File: src/rtl/serial_adder_ctrl.sv
// serial_adder_ctrl: LSB-first bit-serial adder FSM; define SERIAL_ADDER_CTRL_SUB_EN to add the sub (A-B) input
module serial_adder_ctrl #(
  parameter int WIDTH = 8
) (
  input  logic             clk,
  input  logic             rst_n,
`ifdef SERIAL_ADDER_CTRL_SUB_EN
  input  logic             sub,
`endif
  input  logic             start,
  input  logic [WIDTH-1:0] a,
  input  logic [WIDTH-1:0] b,
  input  logic             cin,
  output logic             busy,
  output logic             done,
  output logic [WIDTH-1:0] sum,
  output logic             cout
);
  localparam int CW = $clog2(WIDTH);
  typedef enum logic [1:0] {IDLE, RUN, DONE} state_t;
  state_t state_q, state_d;
  logic [WIDTH-1:0] a_q, a_d, b_q, b_d, sum_q, sum_d;
  logic [CW-1:0] cnt_q, cnt_d;
  logic carry_q, carry_d, cout_q, cout_d, busy_q, busy_d, done_q, done_d, sub_q, sub_d;
  logic sub_in, bit_b, bit_s, bit_c;
`ifdef SERIAL_ADDER_CTRL_SUB_EN
  assign sub_in = sub;
`else
  assign sub_in = 1'b0;
`endif
  always_comb begin
    bit_b   = b_q[0] ^ sub_q;
    bit_s   = a_q[0] ^ bit_b ^ carry_q;
    bit_c   = (a_q[0] & bit_b) | (a_q[0] & carry_q) | (bit_b & carry_q);
    state_d = state_q;
    a_d     = a_q;
    b_d     = b_q;
    sum_d   = sum_q;
    cnt_d   = cnt_q;
    carry_d = carry_q;
    cout_d  = cout_q;
    sub_d   = sub_q;
    case (state_q)
      IDLE: if (start) begin
        state_d = RUN;
        a_d     = a;
        b_d     = b;
        sub_d   = sub_in;
        carry_d = sub_in | cin;
        cnt_d   = '0;
      end
      RUN: begin
        a_d     = a_q >> 1;
        b_d     = b_q >> 1;
        sum_d   = {bit_s, sum_q[WIDTH-1:1]};
        carry_d = bit_c;
        cnt_d   = cnt_q + CW'(1);
        if (cnt_q == CW'(WIDTH - 1)) begin
          state_d = DONE;
          cout_d  = bit_c;
        end
      end
      default: state_d = IDLE;
    endcase
    busy_d = state_d != IDLE;
    done_d = state_d == DONE;
  end
  always_ff @(posedge clk or negedge rst_n) begin
    if (!rst_n) begin
      state_q <= IDLE;
      a_q     <= '0;
      b_q     <= '0;
      sum_q   <= '0;
      cnt_q   <= '0;
      carry_q <= 1'b0;
      cout_q  <= 1'b0;
      busy_q  <= 1'b0;
      done_q  <= 1'b0;
      sub_q   <= 1'b0;
    end else begin
      state_q <= state_d;
      a_q     <= a_d;
      b_q     <= b_d;
      sum_q   <= sum_d;
      cnt_q   <= cnt_d;
      carry_q <= carry_d;
      cout_q  <= cout_d;
      busy_q  <= busy_d;
      done_q  <= done_d;
      sub_q   <= sub_d;
    end
  end
  assign busy = busy_q;
  assign done = done_q;
  assign sum  = sum_q;
  assign cout = cout_q;
endmodule
File: config.mk
export PLATFORM = sky130hd
export DESIGN_NAME = serial_adder_ctrl
export DESIGN_NICKNAME = d
export VERILOG_FILES = /design/src/rtl/serial_adder_ctrl.sv
export SDC_FILE = /design/constraint.sdc
export NUM_CORES = 1
export LEC_CHECK = 0
export CAP_MARGIN = 20
export CORE_MARGIN = 2
export CORE_UTILIZATION = 54
export DETAILED_ROUTE_END_ITERATION = 8
export PLACE_DENSITY = 0.93
export SYNTH_ARGS = -nofsm -noshare
export SYNTH_HDL_FRONTEND = slang
export SYNTH_SLANG_ARGS = --single-unit
File: constraint.sdc
create_clock -name clk -period 2.8 [get_ports clk]
set_clock_uncertainty 0.15 [all_clocks]
set_input_delay 0.7 -clock clk [delete_from_list [all_inputs] [get_ports clk]]
set_output_delay 0.7 -clock clk [all_outputs]
set_load 0.01 [all_outputs]
==> reports/metrics.cfg <==
[clock_tree]
cts_made_buffers=5
clk_path_buf_depth=2
cts_resized=0
clk_latency_ns=0.32
clock-sinks=33
cts_setup_buffers=0
htree_levels=2
cts_root_buf=clkbuf_4
cts_hold_buf=0
tritoncts=built
clk_pin_slew_ns=0.10

[grt]
antenna_found_initial=0
grt_pass1_vias=1022
grt_pass1_wl_mm=5.043
grt_max_degree=34
grt_usage_pct=20.58
overflow=0

[die]
die_h_um=57.04
rows=19
fp.coreArea_sq_mm=0.002710
pin_count=31
die_w_um=57.04
initial_core_util_pct=56.05
die_area_sq_mm=0.003253

[routing]
ant_nets=0
vias=984
wirelength_mm=2.771
drt_pass1_iterations=4
vias_per_cell=5.964
drt_iter0_markers=23
post_drt_wl_per_cell_um=16.79
drc_errors=0

[worst_hold_path]
min_path_type=flip-flop to flip-flop

[setup_path]
crit_type=primary input to flip-flop
cp-end-kind=flip-flop
cp-start-kind=primary input
critical_path_required_ns=2.86
worstPathMaxFanout=21
cp.arrival_ns=2.25

[synthesis]
synth_fp_nets=126
ys_warn_count=0
synth_top_area_cell=dfrtp_1
synthCells=103
yosysUniqueCellTypes=23
synth-seq-cells=33
synth_seq_area_share_pct=54.37
synth_top_area_share_pct=54.37
ys_top_cells_by_area=dfrtp_1, o221a_2, or4b_1, mux2_4, buf_6
synth.avg_cell_area_sq_um=14.75
syn_area_sq_mm=0.001519

[sta]
tightest_slew_ns=0.6470
slew_viol_final=0
final_hold_viol_count=0
setup_viol=0
slew_headroom_pct=56.87
period_minus_slack_ns=2.190
finalCritPeriodShare_pct=78.22
fmax_ghz=0.4566
rsz0062_at_grt=no
setup-tns-final_ns=0

[place]
numPortBuffers=30
dpl-instance-area_sq_mm=0.001809
dp_cells=157
finalWeightedCongestion=0.7362
hpwl_mm=1.926

[cells_and_area]
ff_latch_area_sq_um=825.8
stdcell_count=165
final_common_cell=dfrtp_1
fin_util_pct=69.34
multi_input_area_sq_um=618.1
final_cell_mix=dfrtp_1, clkdlybuf4s50_1, or4b_1, o221a_2, clkbuf_4
diodes=0
num-fill-cells=210
nets=156
drive_above_1_share_pct=26.12
stdcell_area_sq_mm=0.001879
area_growth_pct=23.72

[power_and_ir_drop]
p_per_area_mw_per_mm2=1065
p_leak_nw=0.7912
peakVddDrop_v=0.0009721
finalPower_mw=2.002

[job]
cap_violations=0

[status]
status=completed

==> final timing paths <==
check,from,to,slack [ns],cells past startpoint
max,start,b_q[2],0.61,4
min,sum[0],sum[0],0.36,1
max reg2reg,state_q[0],sum[4],0.66,3
min reg2reg,sum[0],sum[0],0.36,1
max in group asynchronous,rst_n,a_q[4],1.60,2
min in group asynchronous,rst_n,carry_q,0.62,2
==> metal layers <==
metal	GRT usage (%)	part of all wire [%]
met2	31.53	48
met4	4.983	1.0
met3	7.483	4.4
met1	28.29	46
met5	0	0
==> layout make-up <==
type / instances / area share, %
inverter: 1 / 0.1997
tap: 31 / 2.064
clock buffer: 7 / 3.462
timing repair buffer: 33 / 17.18
clock inverter: 1 / 0.2663
sequential: 33 / 43.94
multi-input combinational: 59 / 32.89
==> cells in the mapped netlist <==
master    instances
dfrtp_1          33
o221a_2          15
or4b_1           15
buf_6             4
mux2_2            4
mux2_4            4
buf_2             3
clkbuf_1          3
a211o_1           2
a22o_1            2
and3b_1           2
ha_1              2
nand2b_1          2
nor3b_1           2
nor4bb_1          2
a21oi_1           1
and2b_1           1
fa_1              1
inv_2             1
mux2_1            1
mux2i_1           1
o21bai_1          1
or2b_1            1
==> critical path: stages <==
cell	delay [ns]
clkdlybuf4s50_1	0.68
o21bai_1	0.39
inv_2	0.20
o221a_2	0.29
==> sequential cells by signal, summed over array words and instances (netlist names) <==
name	flops
carry_q	1
sum	8
cnt_q	3
b_q	8
a_q	8
done	1
cout	1
state_q	2
busy	1
==> where the power goes <==
| part | leakage (nW) | internal, mW | total [mW] | switching (mW) |
|---|---|---|---|---|
| clock network | 0.0413 | 0.146 | 0.302 | 0.156 |
| registers | 0.387 | 0.699 | 0.877 | 0.177 |
| logic | 0.363 | 0.524 | 0.824 | 0.299 |
| total | 0.791 | 1.37 | 2.00 | 0.633 |
==> cells by family after synthesis <==
family	share of synthesized area [%]
flip-flops	54.37
AND/OR/NAND/NOR	15.16
AO/OA/AOI/OAI	14.25
buffers and inverters	4.942
multiplexers	8.320
adder cells (fa/ha/maj)	2.965
==> through the flow <==
stage | hold slack (ns) | setup WS [ns]
2_1_floorplan | 0.2544 | 1.067
3_3_place_gp | 0.3217 | 0.3459
3_5_place_dp | 0.3371 | 0.2540
4_1_cts | 0.3702 | 0.6133
5_1_grt | 0.3953 | 0.4752
6_report | 0.3638 | 0.6100
(Power assumes the default switching activity.)
